File: src/rtl/tlb_refill_if.sv
// Bundle between the TLB refill controller and its environment: the two
// TLB miss/refill ports plus the read port of the memory arbiter.
// master : the refill controller (drives refill strobes and memory requests)
// slave  : the TLBs and memory arbiter
interface tlb_refill_if #(
    parameter int unsigned OFFSET         = 12,
    parameter int unsigned PHYS_ADDR_SIZE = 20,
    parameter int unsigned LINE_WIDTH     = 128
);
    localparam int unsigned VPN_W = 32 - OFFSET;

    // iTLB side
    logic                      itlb_miss;
    logic [VPN_W-1:0]          itlb_vpage;
    logic [VPN_W-1:0]          itlb_w_virtual_page_i;
    logic [VPN_W-1:0]          itlb_w_phys_page_i;
    logic                      itlb_write_enable_i;
    logic                      itlb_ready;
    logic                      itlb_fault;

    // dTLB side
    logic                      dtlb_miss;
    logic [VPN_W-1:0]          dtlb_vpage;
    logic [VPN_W-1:0]          dtlb_w_virtual_page_i;
    logic [VPN_W-1:0]          dtlb_w_phys_page_i;
    logic                      dtlb_write_enable_i;
    logic                      dtlb_ready;
    logic                      dtlb_fault;

    // memory arbiter read port
    logic                      mem_enable;
    logic [PHYS_ADDR_SIZE-1:0] mem_address;
    logic [LINE_WIDTH-1:0]     mem_data;
    logic                      mem_ready;

    logic                      busy;

    modport master (
        input  itlb_miss, itlb_vpage, dtlb_miss, dtlb_vpage, mem_data, mem_ready,
        output itlb_w_virtual_page_i, itlb_w_phys_page_i, itlb_write_enable_i,
               itlb_ready, itlb_fault,
               dtlb_w_virtual_page_i, dtlb_w_phys_page_i, dtlb_write_enable_i,
               dtlb_ready, dtlb_fault,
               mem_enable, mem_address, busy
    );

    modport slave (
        output itlb_miss, itlb_vpage, dtlb_miss, dtlb_vpage, mem_data, mem_ready,
        input  itlb_w_virtual_page_i, itlb_w_phys_page_i, itlb_write_enable_i,
               itlb_ready, itlb_fault,
               dtlb_w_virtual_page_i, dtlb_w_phys_page_i, dtlb_write_enable_i,
               dtlb_ready, dtlb_fault,
               mem_enable, mem_address, busy
    );
endinterface

File: src/rtl/tlb_refill_controller.sv
// Hardware TLB-miss handler shared by the iTLB and dTLB. Arbitrates misses
// (dTLB first), reads the page-table entry from a single-level table at
// PT_BASE, then installs the translation and pulses ready, or raises a
// fault held until the requester drops its miss.
// Ports:
//   clock   - rising-edge clock
//   rst     - asynchronous active-high reset
//   tlb_bus - tlb_refill_if.master: miss inputs, TLB write/ready/fault
//             outputs, memory read request/response, busy
module tlb_refill_controller #(
    parameter int unsigned             OFFSET         = 12,
    parameter int unsigned             PHYS_ADDR_SIZE = 20,
    parameter int unsigned             LINE_WIDTH     = 128,
    parameter logic [PHYS_ADDR_SIZE-1:0] PT_BASE      = 20'h08000
) (
    input  logic          clock,
    input  logic          rst,
    tlb_refill_if.master  tlb_bus
);
    localparam int unsigned VPN_W = 32 - OFFSET;
    localparam int unsigned PA_W  = PHYS_ADDR_SIZE;

    typedef enum logic [2:0] {
        S_IDLE,
        S_REQ,
        S_WRITE,
        S_DONE,
        S_FAULT
    } state_e;

    state_e            state_q;
    logic              sel_d_q;      // 1: serving dTLB, 0: serving iTLB
    logic [VPN_W-1:0]  vpage_q;
    logic              mem_en_q;
    logic [PA_W-1:0]   mem_addr_q;
    logic              busy_q;
    logic              iwe_q, dwe_q;
    logic              irdy_q, drdy_q;
    logic              ifault_q, dfault_q;
    logic [VPN_W-1:0]  ivirt_q, iphys_q;
    logic [VPN_W-1:0]  dvirt_q, dphys_q;

    // Byte address of the page-table entry, wrapping modulo 2^PA_W.
    function automatic logic [PA_W-1:0] entry_addr(input logic [VPN_W-1:0] vp);
        return PT_BASE + PA_W'({vp, 2'b00});
    endfunction

    logic [1:0] wsel_c;
    logic       entry_valid_c;
    logic [VPN_W-1:0] entry_phys_c;
    logic       sel_miss_c;

    // Select the entry word inside the returned line.
    assign wsel_c        = 2'(entry_addr(vpage_q) >> 2);
    assign entry_valid_c = tlb_bus.mem_data[{wsel_c, 5'd31}];
    assign entry_phys_c  = tlb_bus.mem_data[{wsel_c, 5'd0} +: VPN_W];
    assign sel_miss_c    = sel_d_q ? tlb_bus.dtlb_miss : tlb_bus.itlb_miss;

    // Refill sequencer with registered outputs.
    always_ff @(posedge clock or posedge rst) begin
        if (rst) begin
            state_q    <= S_IDLE;
            sel_d_q    <= 1'b0;
            vpage_q    <= '0;
            mem_en_q   <= 1'b0;
            mem_addr_q <= '0;
            busy_q     <= 1'b0;
            iwe_q      <= 1'b0;
            dwe_q      <= 1'b0;
            irdy_q     <= 1'b0;
            drdy_q     <= 1'b0;
            ifault_q   <= 1'b0;
            dfault_q   <= 1'b0;
            ivirt_q    <= '0;
            iphys_q    <= '0;
            dvirt_q    <= '0;
            dphys_q    <= '0;
        end else begin
            iwe_q  <= 1'b0;
            dwe_q  <= 1'b0;
            irdy_q <= 1'b0;
            drdy_q <= 1'b0;
            case (state_q)
                S_IDLE: begin
                    // dTLB wins: the memory stage holds the older instruction.
                    if (tlb_bus.dtlb_miss) begin
                        sel_d_q    <= 1'b1;
                        vpage_q    <= tlb_bus.dtlb_vpage;
                        mem_en_q   <= 1'b1;
                        mem_addr_q <= entry_addr(tlb_bus.dtlb_vpage) & ~PA_W'(4'hF);
                        busy_q     <= 1'b1;
                        state_q    <= S_REQ;
                    end else if (tlb_bus.itlb_miss) begin
                        sel_d_q    <= 1'b0;
                        vpage_q    <= tlb_bus.itlb_vpage;
                        mem_en_q   <= 1'b1;
                        mem_addr_q <= entry_addr(tlb_bus.itlb_vpage) & ~PA_W'(4'hF);
                        busy_q     <= 1'b1;
                        state_q    <= S_REQ;
                    end
                end
                S_REQ: begin
                    if (tlb_bus.mem_ready) begin
                        mem_en_q <= 1'b0;
                        if (entry_valid_c) begin
                            if (sel_d_q) begin
                                dwe_q   <= 1'b1;
                                dvirt_q <= vpage_q;
                                dphys_q <= entry_phys_c;
                            end else begin
                                iwe_q   <= 1'b1;
                                ivirt_q <= vpage_q;
                                iphys_q <= entry_phys_c;
                            end
                            state_q <= S_WRITE;
                        end else begin
                            dfault_q <= sel_d_q;
                            ifault_q <= ~sel_d_q;
                            state_q  <= S_FAULT;
                        end
                    end
                end
                S_WRITE: begin
                    drdy_q  <= sel_d_q;
                    irdy_q  <= ~sel_d_q;
                    state_q <= S_DONE;
                end
                S_DONE: begin
                    busy_q  <= 1'b0;
                    state_q <= S_IDLE;
                end
                S_FAULT: begin
                    // Fault stays up until the requester flushes its miss.
                    if (!sel_miss_c) begin
                        ifault_q <= 1'b0;
                        dfault_q <= 1'b0;
                        busy_q   <= 1'b0;
                        state_q  <= S_IDLE;
                    end
                end
                default: begin
                    mem_en_q <= 1'b0;
                    busy_q   <= 1'b0;
                    state_q  <= S_IDLE;
                end
            endcase
        end
    end

    assign tlb_bus.mem_enable            = mem_en_q;
    assign tlb_bus.mem_address           = mem_addr_q;
    assign tlb_bus.busy                  = busy_q;
    assign tlb_bus.itlb_write_enable_i   = iwe_q;
    assign tlb_bus.dtlb_write_enable_i   = dwe_q;
    assign tlb_bus.itlb_ready            = irdy_q;
    assign tlb_bus.dtlb_ready            = drdy_q;
    assign tlb_bus.itlb_fault            = ifault_q;
    assign tlb_bus.dtlb_fault            = dfault_q;
    assign tlb_bus.itlb_w_virtual_page_i = ivirt_q;
    assign tlb_bus.itlb_w_phys_page_i    = iphys_q;
    assign tlb_bus.dtlb_w_virtual_page_i = dvirt_q;
    assign tlb_bus.dtlb_w_phys_page_i    = dphys_q;

endmodule

File: src/flat_wrapper.sv
// flat-port wrapper written by rule: the top's interface ports become plain ports
module tlb_refill_controller_flat 
#(
    parameter int unsigned             OFFSET         = 12,
    parameter int unsigned             PHYS_ADDR_SIZE = 20,
    parameter int unsigned             LINE_WIDTH     = 128,
    parameter logic [PHYS_ADDR_SIZE-1:0] PT_BASE      = 20'h08000
)
  (clock, rst, tlb_bus_itlb_miss, tlb_bus_itlb_vpage, tlb_bus_dtlb_miss, tlb_bus_dtlb_vpage, tlb_bus_mem_data, tlb_bus_mem_ready, tlb_bus_itlb_w_virtual_page_i, tlb_bus_itlb_w_phys_page_i, tlb_bus_itlb_write_enable_i, tlb_bus_itlb_ready, tlb_bus_itlb_fault, tlb_bus_dtlb_w_virtual_page_i, tlb_bus_dtlb_w_phys_page_i, tlb_bus_dtlb_write_enable_i, tlb_bus_dtlb_ready, tlb_bus_dtlb_fault, tlb_bus_mem_enable, tlb_bus_mem_address, tlb_bus_busy);
  tlb_refill_if #(.OFFSET(OFFSET), .PHYS_ADDR_SIZE(PHYS_ADDR_SIZE), .LINE_WIDTH(LINE_WIDTH)) tlb_bus_i ();
  input  logic clock;
  input  logic rst;
  input wire logic [$bits(tlb_bus_i.itlb_miss)-1:0] tlb_bus_itlb_miss;
  input wire logic [$bits(tlb_bus_i.itlb_vpage)-1:0] tlb_bus_itlb_vpage;
  input wire logic [$bits(tlb_bus_i.dtlb_miss)-1:0] tlb_bus_dtlb_miss;
  input wire logic [$bits(tlb_bus_i.dtlb_vpage)-1:0] tlb_bus_dtlb_vpage;
  input wire logic [$bits(tlb_bus_i.mem_data)-1:0] tlb_bus_mem_data;
  input wire logic [$bits(tlb_bus_i.mem_ready)-1:0] tlb_bus_mem_ready;
  output wire logic [$bits(tlb_bus_i.itlb_w_virtual_page_i)-1:0] tlb_bus_itlb_w_virtual_page_i;
  output wire logic [$bits(tlb_bus_i.itlb_w_phys_page_i)-1:0] tlb_bus_itlb_w_phys_page_i;
  output wire logic [$bits(tlb_bus_i.itlb_write_enable_i)-1:0] tlb_bus_itlb_write_enable_i;
  output wire logic [$bits(tlb_bus_i.itlb_ready)-1:0] tlb_bus_itlb_ready;
  output wire logic [$bits(tlb_bus_i.itlb_fault)-1:0] tlb_bus_itlb_fault;
  output wire logic [$bits(tlb_bus_i.dtlb_w_virtual_page_i)-1:0] tlb_bus_dtlb_w_virtual_page_i;
  output wire logic [$bits(tlb_bus_i.dtlb_w_phys_page_i)-1:0] tlb_bus_dtlb_w_phys_page_i;
  output wire logic [$bits(tlb_bus_i.dtlb_write_enable_i)-1:0] tlb_bus_dtlb_write_enable_i;
  output wire logic [$bits(tlb_bus_i.dtlb_ready)-1:0] tlb_bus_dtlb_ready;
  output wire logic [$bits(tlb_bus_i.dtlb_fault)-1:0] tlb_bus_dtlb_fault;
  output wire logic [$bits(tlb_bus_i.mem_enable)-1:0] tlb_bus_mem_enable;
  output wire logic [$bits(tlb_bus_i.mem_address)-1:0] tlb_bus_mem_address;
  output wire logic [$bits(tlb_bus_i.busy)-1:0] tlb_bus_busy;
  assign tlb_bus_i.itlb_miss = tlb_bus_itlb_miss;
  assign tlb_bus_i.itlb_vpage = tlb_bus_itlb_vpage;
  assign tlb_bus_i.dtlb_miss = tlb_bus_dtlb_miss;
  assign tlb_bus_i.dtlb_vpage = tlb_bus_dtlb_vpage;
  assign tlb_bus_i.mem_data = tlb_bus_mem_data;
  assign tlb_bus_i.mem_ready = tlb_bus_mem_ready;
  assign tlb_bus_itlb_w_virtual_page_i = tlb_bus_i.itlb_w_virtual_page_i;
  assign tlb_bus_itlb_w_phys_page_i = tlb_bus_i.itlb_w_phys_page_i;
  assign tlb_bus_itlb_write_enable_i = tlb_bus_i.itlb_write_enable_i;
  assign tlb_bus_itlb_ready = tlb_bus_i.itlb_ready;
  assign tlb_bus_itlb_fault = tlb_bus_i.itlb_fault;
  assign tlb_bus_dtlb_w_virtual_page_i = tlb_bus_i.dtlb_w_virtual_page_i;
  assign tlb_bus_dtlb_w_phys_page_i = tlb_bus_i.dtlb_w_phys_page_i;
  assign tlb_bus_dtlb_write_enable_i = tlb_bus_i.dtlb_write_enable_i;
  assign tlb_bus_dtlb_ready = tlb_bus_i.dtlb_ready;
  assign tlb_bus_dtlb_fault = tlb_bus_i.dtlb_fault;
  assign tlb_bus_mem_enable = tlb_bus_i.mem_enable;
  assign tlb_bus_mem_address = tlb_bus_i.mem_address;
  assign tlb_bus_busy = tlb_bus_i.busy;
  tlb_refill_controller #(.OFFSET(OFFSET), .PHYS_ADDR_SIZE(PHYS_ADDR_SIZE), .LINE_WIDTH(LINE_WIDTH), .PT_BASE(PT_BASE)) u_core (.clock(clock), .rst(rst), .tlb_bus(tlb_bus_i));
endmodule
File: config.mk
export PLATFORM = sky130hd
export DESIGN_NAME = tlb_refill_controller_flat
export DESIGN_NICKNAME = d
export VERILOG_FILES = /design/src/rtl/tlb_refill_if.sv /design/src/rtl/tlb_refill_controller.sv /design/src/flat_wrapper.sv
export SDC_FILE = /design/constraint.sdc
export NUM_CORES = 1
export LEC_CHECK = 0
export BUFFER_PORTS_ARGS = -buffer_cell sky130_fd_sc_hd__buf_2
export CORE_AREA = 2 2 109 111
export DETAILED_ROUTE_END_ITERATION = 8
export DIE_AREA = 0 0 111 113
export MAX_ROUTING_LAYER = met4
export PLACE_DENSITY = 0.9
export RECOVER_POWER = 100
export SETUP_SLACK_MARGIN = 0.5
export SYNTH_ARGS = -nofsm -noshare
export SYNTH_HDL_FRONTEND = slang
export SYNTH_SLANG_ARGS = --single-unit
File: constraint.sdc
create_clock -name clock -period 5.1 [get_ports clock]
set_input_delay 0.51 -clock clock [delete_from_list [all_inputs] [get_ports clock]]
set_output_delay 0.51 -clock clock [all_outputs]
set_load 0.1 [all_outputs]
# Yosys cells after proc, flatten, opt, wreduce, memory -nomap -nowiden
# Cells that the tools add are included.
totals:
  input_bits: 173
  ff_bits: 132
  word_cells: 81
classes:
  bitwise_logic: 3
  muxes: 37
  n_reduce_logical: 12
  n_addsub: 3
  n_eq_ne: 8
  shifts: 1
  magnitude_cmp: 1
op_table:
  columns: ["cell", "n"]
  rows:
  - ["variable part select 128 x 8 -> 20 bit", 1]
  - ["two-way mux 20 bit", 4]
  - ["adder 16 x 20 -> 20 bit (first input constant)", 2]
  - ["two-way mux 1 bit", 22]
  - ["two-way mux 3 bit", 5]
  - ["one-hot mux 3 bit (4 select lines)", 1]
  - ["AND reduction 4 bit", 3]
  - ["AND reduction 3 bit", 3]
  - ["less-than comparator 7 x 8 -> 1 bit (second input constant)", 1]
  - ["== test 3 x 2 -> 1 bit (second input constant)", 2]
  - ["!= test 2 bit (second input constant)", 3]
  - ["one-hot mux 1 bit (3 select lines)", 2]
  - ["adder 1 x 4 -> 4 bit (first input constant)", 1]
  - ["one-hot mux 1 bit (2 select lines)", 2]
  - ["nonzero test 2 bit", 2]
  - ["== test 3 x 1 -> 1 bit (second input constant)", 1]
  - ["== test 3 bit (second input constant)", 1]
  - ["zero test 3 bit", 1]
  - ["!= test 3 bit (second input constant)", 1]
  - ["inverter 1 bit", 3]
  - ["OR reduction 3 bit", 1]
  - ["binary-select mux 1 bit (select 2 bit)", 1]
  - ["AND reduction 2 bit", 1]
  - ["OR reduction 2 bit", 1]

# Logic depth before layout (Yosys ltp)
# Gate-level depths: netlist of run 1.
depth:
  ltp_word: 6
  mapped_depth: 8

# Least setup slack after synthesis of run 1
# No wires, ideal clock.
synth_path:
  path_kind: "input-to-reg"
  start: "in tlb_bus_dtlb_miss"
  end: "reg u_core.mem_addr_q[19] (netlist: u_core.tlb_bus.mem_address[19])"
  path_buffers: 1
  t_arrival_ns: 1.789
  slack_ns: 3.178
  stages: 8
  setup_ns: 0.133
  path_cell_list: "buf_2 -> mux2i_1 -> inv_1 -> ha_1 -> and4b_1 -> a41oi_1 -> xnor2_1 -> o21ai_0"
synth_between:
  elab_chain_cells: 2
synth_rtl:
  columns: ["item", "line_no", "text"]
  rows:
  - ["start: declaration", "flat_wrapper.sv:15", "input wire logic [$bits(tlb_bus_i.dtlb_miss)-1:0] tlb_bus_dtlb_miss;"]
  - ["nonzero test 2 bit (no line)", null, null]
  - ["AND reduction 2 bit (no line)", null, null]
  - ["end signal: assignment", "tlb_refill_controller.sv:90", "mem_addr_q <= entry_addr(tlb_bus.dtlb_vpage) & ~PA_W'(4'hF);"]
  - ["end signal: assignment", "tlb_refill_controller.sv:97", "mem_addr_q <= entry_addr(tlb_bus.itlb_vpage) & ~PA_W'(4'hF);"]
  - ["end: declaration", "tlb_refill_controller.sv:35", "logic [PA_W-1:0] mem_addr_q;"]
# Parallel ways exist; a longest one is shown, timed or not.
# A chain may end at the register's enable or synchronous reset.

==> flow_results.org, run 1 <==
** Outcome
- Result of the run :: complete, but fails checks
- Violations in the final reports :: max-capacitance violations, max-slew violations

** Min path
- Hold depth :: 3
- In this run the most critical hold path is launched from tlb_bus_itlb_vpage[6].
- Worst Hold End :: u_core.vpage_q[6]$_DFFE_PP0P_
- Hold Path Class :: in -> reg

** Timing
- Post-Route Hold Slack :: 0.395 ns
- Setup repair after global routing missed its margin :: no
- For the pin with the worst max-slew slack, the measured transition is 3.22 ns.
- Maximum clock rate :: 0.312 GHz
- Slew headroom :: -1.16
- Final worst clock skew :: 0.00918 ns
- The number of max-slew violations in the final report was 103.
- Number of endpoints with negative hold slack in the final report :: 0
- Min Tclk post-route :: 3.21 ns
- In the finished design, the share of the clock period the worst path needs comes to 0.629.
- Total of endpoints with negative setup slack in the final report :: 0
- Total Neg Setup Slack :: 0 ns

** GRT
- The number of global-route vias before repair is 3959.
- Met2 demand-to-capacity share in global routing :: 0.383
- The initial antenna violation count is 1.
- Combined global-route utilization of all metal layers :: 0.235
- For this run the aggregate overflow at the end of global routing stands at 0.
- After global routing, the most crowded layer is met2.
- First-pass GRT wire length :: 21900 µm
- GR Util met3 :: 0.0637
- Pin count of the biggest net entering global routing :: 76
- Met1 usage in global routing :: 0.280

** Drt
- Detailed-route wire length :: 14000 µm
- Number of iterations in the first detailed-routing pass :: 4
- The routed layout has 3948 vias.
- In the routed layout, each cell is associated on average with a via count of 5.27.
- For this run, design rule violations remaining after detail routing come to 0.
- The detailed router finished its first iteration with 380 violations.
- WL per Instance :: 18.7 µm
- Detail Route Antenna Nets :: 0

** Critical path
- Reg2Reg Depth :: 3
- Tracing the worst setup path back leads to its startpoint at rst.
- At the worst endpoint, the arrival time is 3.56 ns.
- The worst setup path is launched from an input port.
- In this run the critical register-to-register path is captured at u_core.tlb_bus.dtlb_w_phys_page_i[8]$_DFFE_PP0P_.
- Reg-to-reg slack, setup :: 2.09 ns
- Worst endpoint required time :: 5.46 ns
- CP Max Fanout :: 75
- STA classifies the critical path endpoint as an async pin.
- Critical path start-end classification :: in -> async
- Startpoint of the worst register-to-register path :: u_core.vpage_q[1]$_DFFE_PP0P_

** Clocking
- TritonCTS clock tree :: built
- Post-cts sizing count :: 0
- Hold buffer count at cts :: 0
- Clock input transition at the sequential cells of the worst setup and hold paths :: 0.05 ns
- Clock sink count :: 117
- Number of buffers created by CTS :: 17
- Clock tree synthesis selected as its root buffer the cell clkbuf_16.
- Insertion delay to the later sink of the worst-skew pair :: 0.41 ns
- H-Tree Level Count :: 4
- Buffers added to address setup during post-CTS repair amount to 0.
- Number of buffers on the longest clock path :: 2

** Placed design
- Placed cell count :: 717
- The wire-length estimate of the detail-placed layout is 9890 µm.
- Final weighted congestion in routability-driven placement :: 0.949
- Buffers placed on the I/O ports in this run total 232.

** Flow run
- Maximum Capacitance Violations :: 2

** Synthesis
- Synthesis handed over a netlist of 379 instances.
- Unique cell type count in the Yosys netlist :: 37
- Total of warnings raised by yosys :: 0
- Seq/Total Area, Yosys :: 0.523
- Main synth FF type :: dfrtp_1
- Synthesized area :: 5600 µm²
- Average cell area after synthesis :: 14.8 µm²
- Counting flops with a built-in enable in the synthesized netlist gives 0.
- After synthesis, the share of flip-flops with an asynchronous set or reset is 1.00.
- Flop and latch count out of synthesis :: 117

** Floorplan
- Die extent in x :: 111 µm
- Initial cell density of the core :: 0.497
- The core region is 11300 µm².
- The floorplan step set the die height to 113 µm.
- Site Rows :: 39
- The die covers 12500 µm².
- Total I/O pin count :: 281

** Cells and area
- Share of cells above drive strength 1 :: 0.337
- Relative area change from synthesis to final layout :: 22.6%
- Post-Layout Cell Count :: 749
- At the end of the flow, the number of nets in the layout was 767.
Yosys cell counts (all sizes together), types with 2 or more instances:
cell type / instances / area (µm²)
dfrtp: 117 / 2930
mux2i: 21 / 210
o21a: 3 / 22.5
nor3b: 4 / 35.0
o21ai: 25 / 125
a21oi: 5 / 25.0
nand2: 28 / 105
buf: 32 / 274
xor2: 2 / 17.5
clkbuf: 10 / 37.5
mux4: 21 / 473
nand4: 2 / 27.5
nor2: 4 / 15.0
nor3: 3 / 15.0
inv: 6 / 22.5
mux2: 82 / 1140
layout by cell type, fill, tap and decap left out, drive strengths merged, types with 3 or more instances in the layout:
| cell type | n |
|---|---|
| a21oi | 5 |
| buf | 128 |
| clkbuf | 133 |
| clkinv | 3 |
| conb | 4 |
| dfrtp | 117 |
| inv | 5 |
| mux2 | 82 |
| mux2i | 21 |
| mux4 | 21 |
| nand2 | 28 |
| nor2 | 4 |
| nor3 | 3 |
| nor3b | 4 |
| o21a | 3 |
| o21ai | 25 |
state kept, by name (all words and copies together) (netlist names), 3 cells and up:
register,count
u_core.state_q,3
u_core.tlb_bus.dtlb_w_phys_page_i,20
u_core.tlb_bus.dtlb_w_virtual_page_i,20
u_core.tlb_bus.itlb_w_phys_page_i,20
u_core.tlb_bus.itlb_w_virtual_page_i,20
u_core.tlb_bus.mem_address,5
u_core.vpage_q,20
critical path, stage by stage:
cell	delay, ns
buf_2	0.10
clkinvlp_2	1.79
clkbuf_2	1.07
layer usage:
metal  wire, µm  share of wire  up-vias
met5          0              0        -
met4        302          0.022        0
met3        920          0.066       29
met1       5620           0.40     1973
met2       7160           0.51      172
li1           -              -     1774
per-stage QoR:
stage / setup slack, ns / util / cell area [µm²]
floorplan: 1.49 / - / 5610
global placement: 1.94 / 0.592 / 6670
detailed placement: 1.85 / 0.592 / 6670
CTS: 1.87 / 0.640 / 7220
global route: 1.19 / 0.609 / 6870
finish: 1.89 / 0.609 / 6870
cells by family after synthesis:
family / count (synthesis) / share of synthesized area
XOR/XNOR: 3 / 0.00469
flip-flops: 117 / 0.523
other: 1 / 0.000670
buffers and inverters: 48 / 0.0597
multiplexers: 124 / 0.326
AO/OA/AOI/OAI: 40 / 0.0407
adder cells (fa/ha/maj): 1 / 0.00223
AND/OR/NAND/NOR: 45 / 0.0436
worst max path at each step:
stage | to | slack, ns | cells past startpoint
after global placement | u_core.tlb_bus.dtlb_w_phys_page_i[11]$_DFFE_PP0P_ | 1.94 | 3
after CTS | u_core.tlb_bus.dtlb_w_phys_page_i[14]$_DFFE_PP0P_ | 1.87 | 3
after global routing | u_core.tlb_bus.dtlb_w_virtual_page_i[4]$_DFFE_PP0P_ | 1.19 | 3
final | u_core.tlb_bus.itlb_w_virtual_page_i[4]$_DFFE_PP0P_ | 1.89 | 3
after detailed placement | u_core.tlb_bus.dtlb_w_virtual_page_i[1]$_DFFE_PP0P_ | 1.85 | 3
after floorplan | u_core.sel_d_q$_DFFE_PP0P_ | 1.49 | 1
layout make-up:
type / count / area, µm²
fill: 984 / 4410
sequential: 117 / 2930
multi-input combinational: 217 / 2140
timing repair buffer: 234 / 1040
clock buffer: 27 / 503
tap: 143 / 179
clock inverter: 4 / 45.0
inverter: 6 / 23.8
antenna: 1 / 2.50
Power of run 1 is left out: the tool's default activity adds up to more than one toggle a clock period on the data nets, which glitch-free logic cannot reach.
==> inputs of run 2 (changes only) <==
--- a/config.mk
+++ b/config.mk
@@ -5,12 +5,13 @@
 export SDC_FILE = /design/constraint.sdc
 export NUM_CORES = 1
 export LEC_CHECK = 0
+export ABC_AREA = 1
 export BUFFER_PORTS_ARGS = -buffer_cell sky130_fd_sc_hd__buf_2
-export CORE_AREA = 2 2 109 111
+export CORE_ASPECT_RATIO = 1.1
+export CORE_UTILIZATION = 42
 export DETAILED_ROUTE_END_ITERATION = 8
-export DIE_AREA = 0 0 111 113
 export MAX_ROUTING_LAYER = met4
-export PLACE_DENSITY = 0.9
+export PLACE_DENSITY = 0.81
 export RECOVER_POWER = 100
 export SETUP_SLACK_MARGIN = 0.5
 export SYNTH_ARGS = -nofsm -noshare
==> constraint.sdc (replaced) <==
create_clock -name clock -period 2.7 [get_ports clock]
set_input_delay 0.27 -clock clock [delete_from_list [all_inputs] [get_ports clock]]
set_output_delay 0.27 -clock clock [all_outputs]
set_load 0.1 [all_outputs]
==> run 2 against run 1 <==
Net effect:
- the flow still finishes with violations (max-capacitance violations, max-slew violations)
- sequential cell count did not move
- synthesized cell count rose by 89%
- register-to-register slack worse by 1.5 ns
- critical path depth grew 1
- cell count rose by 46%
- area after synthesis is 1.4% higher
- hold slack worse by 0.25 ns
- sequential share of layout area decreased by 2.4 points
- wire length increased by 12%
- clock-buffer cell count down 4
- cell area increased by 6.0%
- highest routed layer unchanged
==> flow_results.org, run 2 <==
** Outcome
- The run finished, with violations left.
- The checks that failed: max-capacitance violations, max-slew violations.

** Critical path
- At the worst endpoint, the arrival time is 2.35 ns.
- STA classifies the critical path startpoint as a flop.
- Crit path max-delay family :: buffers and inverters
- Worst endpoint required time :: 2.98 ns
- Startpoint of the worst register-to-register path :: u_core.sel_d_q$_DFFE_PP0P_
- The number of buffers and inverters on the critical path is 1.
- The worst setup path is captured at a flop.
- The critical path runs through a total of 4 cells.
- Capture point of the worst path :: u_core.tlb_bus.dtlb_w_phys_page_i[1]$_DFFE_PP0P_
- Critical path launch point :: u_core.sel_d_q$_DFFE_PP0P_
- Critical path start-end classification :: reg -> reg
- The worst register-to-register path has a depth of 4.
- In this run the worst path has a maximum fanout of 43.
- Traced cell by cell, the critical path runs through clkbuf_2 -> nand2_4 -> nand2_1 -> nand2_1.
- Reg-to-reg slack, setup :: 0.63 ns
- The cell that appears most often on the critical path is nand2_1.
- In this run the critical register-to-register path is captured at u_core.tlb_bus.dtlb_w_phys_page_i[1]$_DFFE_PP0P_.
- The slowest stage of the critical path is the clkbuf_2 cell.
- Longest individual stage delay on the worst path :: 0.81 ns

** Synthesis
- Main area contributors after synthesis :: dfrtp_1, nand2_1, nand3_1, o21ai_0, nor2_1
- Of the post-synthesis cell area, the dominant cell type holds 0.516.
- Seq/Total Area, Yosys :: 0.516
- A synthesized cell averages 7.92 µm².
- Adder-cell area share of the yosys netlist :: 0.00220
- Main synth FF type :: dfrtp_1
- Total of warnings raised by yosys :: 0
- Counting instances in the post-synthesis netlist gives the leading cell types as nand2_1, dfrtp_1, nand3_1.
- The largest total area in the synthesized netlist belongs to dfrtp_1.
- Unique cell type count in the Yosys netlist :: 26
- Share of the synthesized area in compound gates (AO/OA/AOI/OAI) :: 0.0903
- By area, the combinational part of the netlist is dominated by simple AND/OR/NAND/NOR gates.
- In this run, synthesis produced a sequential element count of 117.
- For this run, asynchronously set or reset flops after synthesis account for 1.00.
- Of the total synthesized cell area, the portion taken by AND, OR, NAND and NOR gates is 0.313.
- Most common cell in the netlist :: nand2_1
- Share of cell area taken by muxes after synthesis :: 0
- Counting flops with a built-in enable in the synthesized netlist gives 0.
- Synthesized area :: 5680 µm²
- Synthesis handed over a netlist of 717 instances.
- Synth Area in XOR/XNOR :: 0.00154

** Placed design
- Input and output buffers added on the ports amount to 232.
- Detail Placement HPWL :: 10700 µm
- The congestion estimate from routability-driven global placement came to 0.866.
- Place WS :: 0.842 ns

** Cells and area
- The library cell used most frequently in the layout, excluding fill and tap cells, is nand2_1.
- The number of antenna diodes in the final layout is 0.
- In the final layout, the share of cells above drive strength 1 is 0.201.
- Layout filler cell count :: 1310
- After the last flow step, the layout net total stands at 1093.
- The top cell types in the final layout, fill and taps aside, are nand2_1, buf_2, dfrtp_1.
- Relative area change from synthesis to final layout :: 28.1%

** Timing
- Setup repair after global routing left no endpoint under its margin.
- Setup violations remaining at the end of the flow were counted as 0.
- Maximum clock rate :: 0.484 GHz
- The hold violation total from the final report is 0.
- Final worst clock skew :: 0.00639 ns
- Final max-slew violation count :: 118
- In this run the tightest slew margin relative to its limit is -0.0538.
- For the pin with the worst max-slew slack, the measured transition is 1.58 ns.
- Total Neg Setup Slack :: 0 ns
- Across all setup checks in the final design, the least slack found is 0.632 ns.
- Subtracting the final worst setup slack from the clock period gives 2.07 ns.
- Share of the cycle needed by the critical path after routing :: 0.766

** Floorplan
- Die area :: 14000 µm²
- Row generation in the floorplan step produced 44 rows.
- The initial utilization of the core area, before any placement, comes to 0.430.
- The floorplan step set the die height to 124 µm.
- Die extent in x :: 113 µm
- For this design the top-level I/O count stands at 281.
- Placeable core region :: 13200 µm²

** Clocking
- Post-cts sizing count :: 0
- The number of clock buffers added by TritonCTS is 17.
- The number of setup buffers added after CTS is 0.
- H-Tree Level Count :: 4
- No sink is reached through more buffers than the 2 on the longest clock path.
- TritonCTS clock tree :: built
- Insertion delay to the later sink of the worst-skew pair :: 0.40 ns
- Hold buffer count at cts :: 0
- Cell at the root of the clock tree :: clkbuf_16
- Clock input transition at the sequential cells of the worst setup and hold paths :: 0.05 ns
- Clock sink count :: 117

** GRT
- Total congestion overflow :: 0
- The first global-routing pass estimated 24400 µm of wire.
- Entering global routing, the biggest net connects 118 pins.
- Initial antenna violation count :: 0
- Across every metal layer, demand over resource in global routing totals 0.232.
- Number of global-route vias before repair :: 5124

** Drt
- Initial DRC Count :: 394
- Number of iterations in the first detailed-routing pass :: 5
- In the routed design, unresolved DRC markers number 0.
- WL per Instance :: 14.4 µm
- Summing over every cut layer, the via total after detailed routing is 5516.
- Detailed-route wire length :: 15700 µm
- Detail Route Antenna Nets :: 0
- Average via count per standard cell :: 5.05

** Min path
- Hold Path Class :: in -> reg

** Flow run
- Across the run, the number of max-cap violations was 1.
-- run 2: through the flow --
| step | cells | utilization | area (µm²) | hold slack [ns] |
|---|---|---|---|---|
| 2_1_floorplan | 720 | - | 5690 | 0.408 |
| 6_report | 1093 | 0.551 | 7280 | 0.147 |
| 5_1_grt | 1093 | 0.551 | 7280 | 0.163 |
| 3_5_place_dp | 1061 | 0.513 | 6770 | 0.454 |
| 4_1_cts | 1093 | 0.563 | 7440 | 0.0733 |
| 3_3_place_gp | 1061 | 0.513 | 6770 | 0.449 |
-- run 2: worst register-to-register path, delay by kind of cell (launching register included) --
family	cells	cell delay (ns)
simple gates	3	0.80
buf+inv	1	0.81
flops	1	0.35
-- run 2: kinds of logic after synthesis --
group           Yosys count
simple gates            418
xor+xnor                  1
compound gates          101
flops                   117
buf+inv                  78
other cells               1
fa+ha+maj                 1
-- run 2: per-layer routing --
layer  part of all wire  GRT usage
met4              0.019     0.0822
met2               0.50      0.403
met3              0.060     0.0608
met1               0.42      0.259
met5                  0          -
-- run 2: worst min-delay path by stage --
stage                                                                  from                                                 to  slack, ns  depth (start not counted)
after floorplan                                           tlb_bus_mem_ready                      u_core.state_q[2]$_DFFE_PP0P_       0.41                          2
after global placement    u_core.tlb_bus.dtlb_w_phys_page_i[16]$_DFFE_PP0P_  u_core.tlb_bus.dtlb_w_phys_page_i[16]$_DFFE_PP0P_       0.45                          2
after detailed placement   u_core.tlb_bus.itlb_w_phys_page_i[2]$_DFFE_PP0P_   u_core.tlb_bus.itlb_w_phys_page_i[2]$_DFFE_PP0P_       0.45                          2
after CTS                                                               rst              u_core.tlb_bus.itlb_fault$_DFFE_PP0P_       0.07                          3
after global routing                                      tlb_bus_mem_ready                      u_core.state_q[2]$_DFFE_PP0P_       0.16                          3
final                                                     tlb_bus_mem_ready                      u_core.state_q[2]$_DFFE_PP0P_       0.15                          3
-- run 2: cell type report --
class / count / area, µm² / share of cell area
Clock buffer: 23 / 468 / 0.0643
Tap cell: 161 / 201 / 0.0277
Inverter: 16 / 63.8 / 0.00877
Sequential cell: 117 / 2930 / 0.403
Clock inverter: 9 / 198 / 0.0272
Timing Repair Buffer: 242 / 1100 / 0.151
Multi-Input combinational cell: 525 / 2320 / 0.319
Power of run 2 is left out for the same reason.
